File: config.mk
export PLATFORM = sky130hd
export DESIGN_NAME = booth_pp_accum_flat
export DESIGN_NICKNAME = d
export VERILOG_FILES = /design/src/rtl/booth_pp_accum_if.sv /design/src/rtl/booth_pp_accum.sv /design/src/flat_wrapper.sv
export SDC_FILE = /design/constraint.sdc
export NUM_CORES = 1
export LEC_CHECK = 0
export CAP_MARGIN = 10
export CORE_MARGIN = 3
export CORE_UTILIZATION = 32
export CTS_CLUSTER_SIZE = 20
export DETAILED_ROUTE_END_ITERATION = 8
export GPL_ROUTABILITY_DRIVEN = 0
export PLACE_DENSITY = 0.55
export SYNTH_ARGS = -nofsm -noshare
export SYNTH_HDL_FRONTEND = slang
export SYNTH_SLANG_ARGS = --single-unit
export TNS_END_PERCENT = 5
File: constraint.sdc
create_clock -name clk -period 3.82 [get_ports clk]
set_clock_uncertainty 0.2 [all_clocks]
set_input_delay 0.573 -clock clk [delete_from_list [all_inputs] [get_ports clk]]
set_output_delay 0.573 -clock clk [all_outputs]
set_load 0.03 [all_outputs]
File: src/rtl/booth_pp_accum_if.sv
// -----------------------------------------------------------------------------
// booth_pp_accum_if
// Handshake bundle between a Booth partial-product source, the accumulator and
// the product consumer.
//   pp_in/pp_valid/pp_ready          : partial-product beat channel
//   prod_out/prod_valid/prod_ready   : finished product channel
//   beat_idx                         : index of the next beat to be accepted
//   abort                            : only with BOOTH_PP_ACCUM_ABORT_EN defined
// Modports: master = producer/consumer side, slave = accumulator side.
// -----------------------------------------------------------------------------
interface booth_pp_accum_if #(
  parameter int WIDTH  = 16,
  parameter int NUM_PP = 4
);
  localparam int IDX_W = (NUM_PP > 1) ? $clog2(NUM_PP) : 1;

  logic [WIDTH-1:0] pp_in;
  logic             pp_valid;
  logic             pp_ready;
  logic [WIDTH-1:0] prod_out;
  logic             prod_valid;
  logic             prod_ready;
  logic [IDX_W-1:0] beat_idx;
`ifdef BOOTH_PP_ACCUM_ABORT_EN
  logic             abort;

  modport master (
    output pp_in, pp_valid, prod_ready, abort,
    input  pp_ready, prod_out, prod_valid, beat_idx
  );
  modport slave (
    input  pp_in, pp_valid, prod_ready, abort,
    output pp_ready, prod_out, prod_valid, beat_idx
  );
`else
  modport master (
    output pp_in, pp_valid, prod_ready,
    input  pp_ready, prod_out, prod_valid, beat_idx
  );
  modport slave (
    input  pp_in, pp_valid, prod_ready,
    output pp_ready, prod_out, prod_valid, beat_idx
  );
`endif
endinterface

File: src/rtl/booth_pp_accum.sv
// -----------------------------------------------------------------------------
// booth_pp_accum
// Accumulates NUM_PP sign-extended radix-4 Booth partial products (one per beat,
// digit order k = 0..NUM_PP-1). Beat k is shifted left by SHIFT*k, truncated to
// WIDTH bits and added modulo 2^WIDTH. After the last beat the product is held
// on a valid/ready output until taken; only then are new beats accepted.
// Ports:
//   clk    : clock, rising edge
//   clr_n  : asynchronous active-low clear of all state
//   bus    : booth_pp_accum_if.slave (beat channel, product channel, beat_idx)
// Optional feature: define BOOTH_PP_ACCUM_ABORT_EN to add bus.abort, a
// synchronous active-high abort that discards the multiply in progress (or the
// pending product) and has priority over both handshakes.
// -----------------------------------------------------------------------------
module booth_pp_accum #(
  parameter int WIDTH  = 16,
  parameter int NUM_PP = 4,
  parameter int SHIFT  = 2
) (
  input logic             clk,
  input logic             clr_n,
  booth_pp_accum_if.slave bus
);
  localparam int                 IDX_W    = (NUM_PP > 1) ? $clog2(NUM_PP) : 1;
  localparam logic [IDX_W-1:0]   LAST_IDX = IDX_W'(NUM_PP - 1);

  typedef enum logic {
    ST_ACC  = 1'b0,
    ST_HOLD = 1'b1
  } state_t;

  state_t           state_q;
  logic [IDX_W-1:0] beat_idx_q;
  logic [WIDTH-1:0] acc_q;
  logic [WIDTH-1:0] prod_out_q;
  logic             prod_valid_q;
  logic             pp_ready_q;

  logic [WIDTH-1:0] term_d;
  logic [WIDTH-1:0] sum_d;
  logic             beat_take;
  logic             abort_req;

  // One pre-aligned copy of the incoming beat per digit position; the current
  // beat index then just selects one, keeping the shifter out of the add path.
  logic [WIDTH-1:0] aligned [NUM_PP];

  generate
    for (genvar gi = 0; gi < NUM_PP; gi++) begin : g_align
      assign aligned[gi] = bus.pp_in << (SHIFT * gi);
    end
  endgenerate

`ifdef BOOTH_PP_ACCUM_ABORT_EN
  assign abort_req = bus.abort;
`else
  assign abort_req = 1'b0;
`endif

  always_comb begin
    term_d = aligned[beat_idx_q];
    // Beat 0 starts a fresh sum, so a stale accumulator never leaks in.
    sum_d  = ((beat_idx_q == '0) ? '0 : acc_q) + term_d;
  end

  // pp_ready_q only rises in ACC, so acceptance never depends on pp_valid
  // feeding back into pp_ready.
  assign beat_take = bus.pp_valid && pp_ready_q && (state_q == ST_ACC);

  always_ff @(posedge clk or negedge clr_n) begin
    if (!clr_n) begin
      state_q      <= ST_ACC;
      beat_idx_q   <= '0;
      acc_q        <= '0;
      prod_out_q   <= '0;
      prod_valid_q <= 1'b0;
      pp_ready_q   <= 1'b0;
    end else begin
      case (state_q)
        ST_ACC: begin
          pp_ready_q <= 1'b1;
          if (abort_req) begin
            beat_idx_q <= '0;
            acc_q      <= '0;
          end else if (beat_take) begin
            if (beat_idx_q == LAST_IDX) begin
              prod_out_q   <= sum_d;
              prod_valid_q <= 1'b1;
              beat_idx_q   <= '0;
              pp_ready_q   <= 1'b0;
              state_q      <= ST_HOLD;
            end else begin
              acc_q      <= sum_d;
              beat_idx_q <= beat_idx_q + 1'b1;
            end
          end
        end
        ST_HOLD: begin
          // pp_ready rises with the handshake edge, so the next multiply's
          // first beat lands one cycle later at the earliest.
          if (abort_req || (prod_valid_q && bus.prod_ready)) begin
            prod_valid_q <= 1'b0;
            pp_ready_q   <= 1'b1;
            state_q      <= ST_ACC;
          end
        end
        default: begin
          state_q <= ST_ACC;
        end
      endcase
    end
  end

  assign bus.pp_ready   = pp_ready_q;
  assign bus.prod_out   = prod_out_q;
  assign bus.prod_valid = prod_valid_q;
  assign bus.beat_idx   = beat_idx_q;

endmodule

File: src/flat_wrapper.sv
// flat-port wrapper written by rule: the top's interface ports become plain ports
module booth_pp_accum_flat 
#(
  parameter int WIDTH  = 16,
  parameter int NUM_PP = 4,
  parameter int SHIFT  = 2
)
  (clk, clr_n, bus_pp_in, bus_pp_valid, bus_prod_ready, bus_pp_ready, bus_prod_out, bus_prod_valid, bus_beat_idx);
  booth_pp_accum_if #(.WIDTH(WIDTH), .NUM_PP(NUM_PP)) bus_i ();
  input logic clk;
  input logic clr_n;
  input wire logic [$bits(bus_i.pp_in)-1:0] bus_pp_in;
  input wire logic [$bits(bus_i.pp_valid)-1:0] bus_pp_valid;
  input wire logic [$bits(bus_i.prod_ready)-1:0] bus_prod_ready;
  output wire logic [$bits(bus_i.pp_ready)-1:0] bus_pp_ready;
  output wire logic [$bits(bus_i.prod_out)-1:0] bus_prod_out;
  output wire logic [$bits(bus_i.prod_valid)-1:0] bus_prod_valid;
  output wire logic [$bits(bus_i.beat_idx)-1:0] bus_beat_idx;
  assign bus_i.pp_in = bus_pp_in;
  assign bus_i.pp_valid = bus_pp_valid;
  assign bus_i.prod_ready = bus_prod_ready;
  assign bus_pp_ready = bus_i.pp_ready;
  assign bus_prod_out = bus_i.prod_out;
  assign bus_prod_valid = bus_i.prod_valid;
  assign bus_beat_idx = bus_i.beat_idx;
  booth_pp_accum #(.WIDTH(WIDTH), .NUM_PP(NUM_PP), .SHIFT(SHIFT)) u_core (.clk(clk), .clr_n(clr_n), .bus(bus_i));
endmodule
---- Word-level counts from Yosys, hierarchy flattened ----
Cells that the tools add are included.
word-level totals
  output and inout port bits .............. 20
  input bits .............................. 20
  bits in registers ....................... 37
operators by class
  reductions and logical operators ........ 8
  equality and inequality tests ........... 4
  bitwise operators ....................... 3
  magnitude comparators ................... 1
  muxes and demuxes ....................... 17
  add/sub/neg operators ................... 2
operators by type and width
  cell                 count
  $mux 16              3
  $bmux 16 s2          1
  $add 16x16->16       1
  $mux 1               9
  $reduce_and 3->1     3
  $pmux 1 s2           3
  $ne 2x2->1 const B   2
  $ge 3x3->1 const B   1
  $logic_and 1x1->1    3
  $not 2->3            1
  $add 2x1->2 const B  1
  $eq 2x2->1 const B   1
  $logic_not 2->1      1
  $mux 2               1
  $ne 2x1->1 const B   1
  $not 1->1            2
  $reduce_and 2->1     1

---- Logic depth before layout (Yosys ltp) ----
Gate-level depths: netlist (run 1).
  word-level depth ........................ 5
  mapped depth ............................ 13
  depth with buffers taken out ............ 11

---- Least setup slack after synthesis (run 1) ----
Ideal clock, no wire load.
  kind .................................... flip-flop to flip-flop
  from .................................... reg u_core.beat_idx_q[1] (netlist: u_core.bus.beat_idx[1])
  to ...................................... reg u_core.prod_out_q[14] (netlist: u_core.bus.prod_out[14])
  stages on the path, launching flop included .. 13
  slack ................................... 0.600 ns
  required time ........................... 3.500 ns
  arrival ................................. 2.900 ns
  library setup time ...................... 0.120 ns
  cells stage by stage .................... dfrtp_1 buf_2 inv_1 ha_1 clkbuf_1 nor2b_1 ha_1 and4_1 a2bb2oi_1 a2111oi_4 o211ai_1 a21o_1 a31o_1
on the way
  longest elaborated chain between the ends .. 5
  elaborated cells between the ends (all ways) .. 9
RTL lines
  what                                         line                  RTL
  from (decl)                                  booth_pp_accum.sv:33  logic [IDX_W-1:0] beat_idx_q;
  from (signal assigned)                       booth_pp_accum.sv:94  beat_idx_q <= beat_idx_q + 1'b1;
  $not 2->3 (implied by the code)              booth_pp_accum.sv:61  term_d = aligned[beat_idx_q];
  $bmux 16 s2                                  booth_pp_accum.sv:61
  $mux 16 (implied by the code) (2 in series)  booth_pp_accum.sv:61
  $add 16x16->16                               booth_pp_accum.sv:63  sum_d = ((beat_idx_q == '0) ? '0 : acc_q) + term_d;
  to (signal assigned)                         booth_pp_accum.sv:87  prod_out_q <= sum_d;
  to (decl)                                    booth_pp_accum.sv:35  logic [WIDTH-1:0] prod_out_q;
Several ways; a longest one is shown, not always the timed one. The select of a mux whose other input is x is not followed.
A chain may end at the register's enable or synchronous reset.

---- Worst setup path in the final report (run 1) ----
  from .................................... reg u_core.beat_idx_q[0] (netlist: u_core.bus.beat_idx[0])
  to ...................................... reg u_core.prod_out_q[12] (netlist: u_core.bus.prod_out[12])
The elaborated chain is that of the path after synthesis.

==> results of run 1 <==
==> path summary, 6_finish.rpt <==
kind                                                    start                             endpoint  slack (ps)  depth (start not counted)
max in group asynchronous                               clr_n   u_core.bus.prod_out[3]$_DFFE_PN0P_        2680                          1
setup / recovery           u_core.bus.beat_idx[0]$_DFFE_PN0P_  u_core.bus.prod_out[12]$_DFFE_PN0P_         520                         11
min in group clk                  u_core.acc_q[1]$_DFFE_PN0P_          u_core.acc_q[1]$_DFFE_PN0P_         270                          2
hold / removal                                          clr_n  u_core.bus.prod_out[15]$_DFFE_PN0P_         190                          1
hold reg to reg                   u_core.acc_q[1]$_DFFE_PN0P_          u_core.acc_q[1]$_DFFE_PN0P_         270                          2
setup reg to reg           u_core.bus.beat_idx[0]$_DFFE_PN0P_  u_core.bus.prod_out[12]$_DFFE_PN0P_         520                         11
==> cells in the mapped netlist (all sizes together) (2+ instances only) <==
cell type / number / area share, %
a211oi: 5 / 1.4
mux2i: 4 / 1.5
o21ai: 29 / 5.6
nand2: 52 / 7.5
nor4: 2 / 0.48
o211ai: 2 / 0.58
nor2: 9 / 1.4
clkbuf: 10 / 1.4
inv: 6 / 0.86
xor2: 6 / 2.0
a21boi: 2 / 0.58
mux4: 8 / 7.9
buf: 3 / 0.77
a21o: 7 / 2.0
or4: 2 / 0.58
a2bb2oi: 3 / 1.0
a31oi: 2 / 0.48
dfrtp: 37 / 36
ha: 17 / 8.2
nand3: 8 / 1.5
a31o: 3 / 1.0
a21oi: 17 / 3.3
xnor2: 5 / 2.4
and3: 4 / 0.96
nand4: 3 / 0.72
nor2b: 18 / 4.3
nor3: 2 / 0.38
or2: 2 / 0.48
and2: 4 / 0.96
==> power by group <==
part	internal [mW]	switching, mW	leakage, nW
Sequential	0.578	0.0895	0.459
Combinational	0.923	1.30	0.935
Clock	0.127	0.144	0.0450
Total	1.63	1.54	1.44
==> per-stage QoR <==
stage	hold slack, ps	cells	instance area (um2)	setup WS (ps)	total power [mW]
5_1_grt	258	421	3180	256	3.49
4_1_cts	221	421	3180	465	3.20
2_1_floorplan	77.4	281	2610	600	2.35
3_5_place_dp	255	413	3090	238	2.90
6_report	186	421	3180	517	3.16
3_3_place_gp	254	413	3090	243	2.88
==> sequential cells by signal, summed over array words and instances (netlist names) <==
| name | cells |
|---|---|
| u_core.bus.prod_out | 16 |
| u_core.bus.pp_ready | 1 |
| u_core.bus.beat_idx | 2 |
| u_core.acc_q | 16 |
| u_core.state_q | 1 |
| u_core.bus.prod_valid | 1 |
==> worst max-delay path, stage by stage, from the launching register on <==
cell and delay, ps:
dfrtp_1 380, inv_1 100, ha_1 390, nor2b_1 90
ha_1 250, fa_1 420, a21o_1 230, a2bb2oi_1 330
a2111oi_4 150, a21boi_0 280, xor2_1 220, o21ai_0 100
==> logic make-up after synthesis <==
kind of cell / synth area share, %
mux: 9.88
flops: 35.5
compound gates: 17.7
xor+xnor: 4.41
buf+inv: 3.07
fa+ha+maj: 8.93
simple gates: 20.5
==> metal layers <==
layer | up-vias | track usage, % | routed length (um)
li1 | 1090 | - | -
met1 | 1019 | 20.6 | 3030
met2 | 38 | 22.9 | 2830
met3 | 7 | 2.50 | 189
met4 | 0 | 3.55 | 68
met5 | - | 0 | 0
==> cell type report <==
cell class,count,area share [%]
flip-flops and latches,37,29.2
well taps,102,4.02
clock inverters,2,0.315
clock buffers,6,2.29
repair buffers,43,13.1
inverters,6,0.709
multi-input cells,225,50.4
==> results.toml, run 1 <==
[status]
outcome = "finished, final reports clean"

[floorplan]
dieArea_um2 = 9270
die_w_um = 96.3
die_y_um = 96.3
start_util_pct = 33.4
io_pins = 40
num_rows = 32
coreArea_um2 = 7810

[detailed_routing]
dr_total_vias = 2154
drc_errors = 0
ant_nets = 0
totalWireLength_um = 6120
drt-pass1-iter-count = 4
wire_per_inst_um = 14.5
avgViaCountPerCell = 5.12
drtIter0Drc = 89

[timing]
slew-limit-headroom_pct = 42.2
fmax_mhz = 303
tightestPinTransition_ps = 867
finalMaxSlewViolations = 0
hold_violations = 0
rsz0062_at_grt = "no"
fin_crit_sh_pct = 86.5
timing.final.crit_period_ps = 3300
finalSetupViolations = 0
setup_tns_ps = 0

[grt]
antenna_found_initial = 0
overflow = 0
grt_pass1_vias = 2086
grt_pass1_wl_um = 10400
grt_max_degree = 38
grt_usage_pct = 14.5

[critical_path]
cp_data_arrival_time_ps = 3250
crit_required_ps = 3770
crit_path_max_fanout = 10
startpoint_type = "flip-flop"
crit_type = "reg2reg"
end_kind = "flip-flop"

[cts]
postCtsResizedCells = 0
clk_latency_ps = 290
cts_hold_buf = 0
cts-buffers-inserted = 5
cts_root_buf = "clkbuf_8"
postCtsSetupBuffers = 0
clk_pin_slew_ps = 80
clk_path_buf_depth = 2
cts_tree = "built"
h-tree-depth = 2
cts_sinks = 37

[cells_and_area]
final_core_util_pct = 40.7
finalNetCount = 356
regArea_um2 = 926
drive_above_1_share_pct = 6.27
layout_commonest_cell = "nand2_1"
multi_input_area_um2 = 1600
num_antenna_cells = 0
fillers = 788
final_cell_mix = "52 x nand2_1, 38 x clkdlybuf4s50_1, 37 x dfrtp_1"
area_growth_pct = 21.8

[power_and_ir_drop]
peakVddDrop_mv = 0.432
leakage_nw = 1.44
powerDensity_nw_per_um2 = 996

[logic_synthesis]
synth_edf_count = 0
synth_ff_type = "dfrtp_1"
ys_warn_count = 0
synth-seq-area-share_pct = 35.5
synth.avg_cell_area_um2 = 9.28
ys_async_sr_fraction_pct = 100
synthCells = 281
ys_ff_latch = 37
ys_types = 46
syn_nets = 319
synth_area_um2 = 2610

[placement]
port_buffers = 39
dpl.hpwl_um = 4470

[worst_hold_path]
hold_path.class = "in2async"

[flow_run]
maxCapViolations = 0
Power figures use the tool's default switching activity.
==> inputs of run 2 (changes only) <==
- CAP_MARGIN: 10 -> unset
==> results of run 2 <==
Final layout, timing and power as in run 1 (identical DEF).
==> inputs of run 3 (changes only) <==
- CELL_PAD_IN_SITES_DETAIL_PLACEMENT: unset -> 1
- CELL_PAD_IN_SITES_GLOBAL_PLACEMENT: unset -> 2
- PLACE_DENSITY: 0.55 -> 0.8
==> results.toml, run 3 (synthesis results as in run 1) <==
[status]
outcome = "finished, final reports clean"

[critical_path]
rrSetupSlack_ps = 490
cp_top_family = "compound AO/OA/AOI/OAI gates"
crit_required_ps = 3810
crit_type = "in2reg"
slowest_delay_ps = 510
end_kind = "flip-flop"
worstPathCellList = "clkdlybuf4s50_1, nor2b_1, a211oi_1, a21oi_1, ha_1, and4_1, a2bb2oi_1, a2111oi_4, o211ai_1, a21o_1, a31o_1"
cp_data_arrival_time_ps = 3340
crit_path_max_fanout = 7
cp_num_buf_inv = 1
startpoint_type = "input port"
slowest_stage = "clkdlybuf4s50_1"

[timing]
setup_tns_ps = 0
rsz0062_at_grt = "no"
slew-limit-headroom_pct = 42.4
setup_ws_ps = 462
finalMaxSlewViolations = 0
fin_crit_sh_pct = 87.9
tightestPinTransition_ps = 864
timing.final.crit_period_ps = 3360
finalSetupViolations = 0
hold_violations = 0
fmax_mhz = 298

[cells_and_area]
drive_above_1_share_pct = 7.17
layout_commonest_cell = "nand2_1"
final_cell_mix = "52 x nand2_1, 38 x clkdlybuf4s50_1, 37 x dfrtp_1"
fillers = 918
final_cell_count_no_fill = 423
finalNetCount = 358
regArea_um2 = 926
multi_input_area_um2 = 1600
num_antenna_cells = 0
area_growth_pct = 24.3

[floorplan]
dieArea_um2 = 9270
die_y_um = 96.3
start_util_pct = 33.4
die_w_um = 96.3
io_pins = 40
num_rows = 32
coreArea_um2 = 7810

[cts]
cts-buffers-inserted = 5
h-tree-depth = 2
postCtsSetupBuffers = 0
cts_tree = "built"
clk_path_buf_depth = 2
postCtsResizedCells = 0
cts_hold_buf = 0
clk_pin_slew_ps = 80
cts_sinks = 37
cts_root_buf = "clkbuf_8"
clk_latency_ps = 300

[detailed_routing]
drt-pass1-iter-count = 4
dr_total_vias = 2197
ant_nets = 0
drtIter0Drc = 47
avgViaCountPerCell = 5.19
totalWireLength_um = 6900
wire_per_inst_um = 16.3
drc_errors = 0

[grt]
grt_pass1_wl_um = 11800
overflow = 0
grt_usage_pct = 16.7
grt_max_degree = 38
antenna_found_initial = 0
grt_pass1_vias = 2379

[power_and_ir_drop]
power_mw = 3.37
powerDensity_nw_per_um2 = 1040
peakVddDrop_mv = 0.361
leakage_nw = 1.47

[flow_run]
maxCapViolations = 0

[placement]
pre_cts_ws_ps = 153
dp_cells = 415
port_buffers = 39
dpl.hpwl_um = 5290

[worst_hold_path]
hold_path.class = "in2async"
-- run 3: final timing paths --
check | depth (start not counted) | to | from
worst max-delay path | 11 | u_core.bus.prod_out[14]$_DFFE_PN0P_ | bus_pp_in[6]
worst max register to register | 11 | u_core.acc_q[14]$_DFFE_PN0P_ | u_core.bus.beat_idx[0]$_DFFE_PN0P_
worst min-delay path | 1 | u_core.acc_q[7]$_DFFE_PN0P_ | clr_n
worst min register to register | 2 | u_core.bus.prod_out[8]$_DFFE_PN0P_ | u_core.bus.prod_out[8]$_DFFE_PN0P_
min in group clk | 2 | u_core.bus.prod_out[8]$_DFFE_PN0P_ | u_core.bus.prod_out[8]$_DFFE_PN0P_
max in group asynchronous | 1 | u_core.acc_q[5]$_DFFE_PN0P_ | clr_n
-- run 3: power breakdown --
part,total (mW),switching (mW),internal [mW],leakage [nW]
Combinational,2.29,1.35,0.935,0.945
Sequential,0.671,0.0934,0.577,0.459
Clock,0.411,0.152,0.260,0.0681
-- run 3: area by class of cell --
| class | instances | share of cell area, % |
|---|---|---|
| multi-input cells | 225 | 49.4 |
| flip-flops and latches | 37 | 28.6 |
| repair buffers | 45 | 13.3 |
| well taps | 102 | 3.94 |
| clock buffers | 5 | 2.12 |
| clock inverters | 3 | 2.01 |
| inverters | 6 | 0.695 |
-- run 3: per-layer routing --
layer / global-route usage [%] / up-vias / routed length, um
li1: - / 1093 / -
met1: 20.9 / 1062 / 3230
met2: 28.2 / 33 / 3300
met3: 3.60 / 9 / 219
met4: 5.81 / 0 / 155
met5: 0 / - / 0
-- run 3: through the flow --
step	util (%)	cell area (um2)	hold WS, ps
global route	41.5	3240	257
detailed placement	39.8	3110	261
CTS	41.5	3240	229
floorplan	-	2610	77.4
finish	41.5	3240	189
global placement	39.8	3110	252
==> RTL change 1 (config.mk and constraints of run 3) <==
`NUM_PP` is set to 4 in 3 places; all go to 8. Comments in the files are not updated.
--- a/src/rtl/booth_pp_accum_if.sv
+++ b/src/rtl/booth_pp_accum_if.sv
@@ -11,5 +11,5 @@
 interface booth_pp_accum_if #(
   parameter int WIDTH  = 16,
-  parameter int NUM_PP = 4
+  parameter int NUM_PP = 8
 );
   localparam int IDX_W = (NUM_PP > 1) ? $clog2(NUM_PP) : 1;
--- a/src/rtl/booth_pp_accum.sv
+++ b/src/rtl/booth_pp_accum.sv
@@ -15,5 +15,5 @@
 module booth_pp_accum #(
   parameter int WIDTH  = 16,
-  parameter int NUM_PP = 4,
+  parameter int NUM_PP = 8,
   parameter int SHIFT  = 2
 ) (
--- a/src/flat_wrapper.sv
+++ b/src/flat_wrapper.sv
@@ -3,5 +3,5 @@
 #(
   parameter int WIDTH  = 16,
-  parameter int NUM_PP = 4,
+  parameter int NUM_PP = 8,
   parameter int SHIFT  = 2
 )
Interface: changed (resized bus_beat_idx); port bits go from 40 to 41. The function was not compared with the original's and may differ.
==> RTL change 1 against run 3 <==
- global-route usage fell by 0.60 points
- area after synthesis rose by 1.5%
- final area rose by 2.2%
- non-clock buffer count rose by 7
- sequential share of layout area rose by 0.14 points
- critical path depth fell by 1
- total power rose by 3.1%
- sequential cell count rose by 1
- sequential power rose by 4.6%
- via count rose by 5.1%
- routed wire length rose by 8.5%
- highest routed layer unchanged
- worst setup slack got worse by 210 ps
- register-to-register slack got worse by 180 ps
==> RTL change 1: results (changes against run 3) <==
[metrics] start point of the critical path: bus_pp_in[7]
[metrics] endpoint of the worst register-to-register path: u_core.acc_q[15]
[metrics] number of nets in the synthesized netlist: 336 (+5.3%)
[metrics] Worst Reg2Reg Path Length in Cells: 10 (-1)
[metrics] total cell area at the placement stage: 3199 sq um (+2.9%)
[metrics] met3 usage: 0.03244 (-0.003521)
[metrics] post-synthesis cell type count: 42 (-8.7%)
[metrics] maximum VDD drop: 384.9 uV (+6.7%)
[metrics] setup slack of the most critical reg-to-reg path: 310 ps (-180 ps)
[metrics] mux contribution to synthesized area: 0.1134 (+0.01457)
[metrics] wire length of the first global-routing pass: 12450 um (+5.3%)
[metrics] total length of routed met2 wires: 3742 um (+13%)
[metrics] adder and majority cell fraction of the synthesized area: 0.09263 (+0.003376)
[metrics] fraction of layout instances using a drive strength above 1: 0.1166 (+0.04497)
[metrics] Critical Path AT: 3530 ps (+190 ps)
[metrics] complex-gate fraction of the synthesized area: 0.1782 (+0.001103)
[metrics] status: complete, no violations
[metrics] standby leakage power: 1.487 nW (+1.0%)
[metrics] via count of the first global-routing pass: 2482 (+4.3%)
[metrics] top cells by count, synth: sky130_fd_sc_hd__nand2_1 (53), sky130_fd_sc_hd__dfrtp_1 (38), sky130_fd_sc_hd__o21ai_0 (34)
[metrics] Overall Global Routing Usage: 0.1609 (-0.005976)
[metrics] wire length reported by the detailed router: 7488 um (+8.5%)
[metrics] Initial DRC Count: 73 (+55%)
[metrics] detailed-route vias per instance: 5.191 (about the same)
[metrics] Met3 Wirelength: 239 um (+9.1%)
[metrics] met1 capacity usage during global routing: 0.2058 (-0.003416)
[metrics] critical path's largest stage delay: 550 ps (+40 ps)
[metrics] Global Route met2 Usage: 0.2840 (+0.002199)
-- RTL change 1: cell count changes after synthesis, sizes merged, moves of 8 or more --
cell   change
and2      +17
nor2b     -17
mux2i      +8
mux2       +9
o21ai     +10
-- RTL change 1: report_power, final --
group / internal, W / total, W / switching, W / leakage [nW]
clock network: 0.000194 / 0.000348 / 0.000153 / 0.0504
logic: 0.00102 / 0.00243 / 0.00141 / 0.961
registers: 0.000586 / 0.000702 / 0.000116 / 0.476
total: 0.00180 / 0.00348 / 0.00168 / 1.49
-- RTL change 1: stage by stage --
| step | std cells | setup WS [ps] | setup TNS [ps] |
|---|---|---|---|
| 2_1_floorplan | 297 | 262.4 | 0 |
| 3_3_place_gp | 437 | -47.99 | -108.3 |
| 3_5_place_dp | 437 | 26.96 | 0 |
| 4_1_cts | 445 | 305.8 | 0 |
| 5_1_grt | 445 | 173.4 | 0 |
| 6_report | 445 | 253.8 | 0 |
-- RTL change 1: area by class of cell --
cell class	instances	area [sq um]
Timing Repair Buffer	52	485.5
Inverter	5	18.77
Multi-Input combinational cell	240	1617
Clock buffer	5	68.82
Sequential cell	38	950.9
Fill cell	957	4574
Tap cell	102	127.6
Clock inverter	3	45.04
-- RTL change 1: worst min-delay path by stage --
stage | startpoint | endpoint | slack (ps)
3_5_place_dp | u_core.acc_q[10] | u_core.acc_q[10] | 260
4_1_cts | clr_n | u_core.bus.prod_valid | 260
2_1_floorplan | clr_n | u_core.acc_q[0] | 80
6_report | clr_n | u_core.bus.prod_out[1] | 230
3_3_place_gp | u_core.acc_q[10] | u_core.acc_q[10] | 250
5_1_grt | clr_n | u_core.state_q | 300
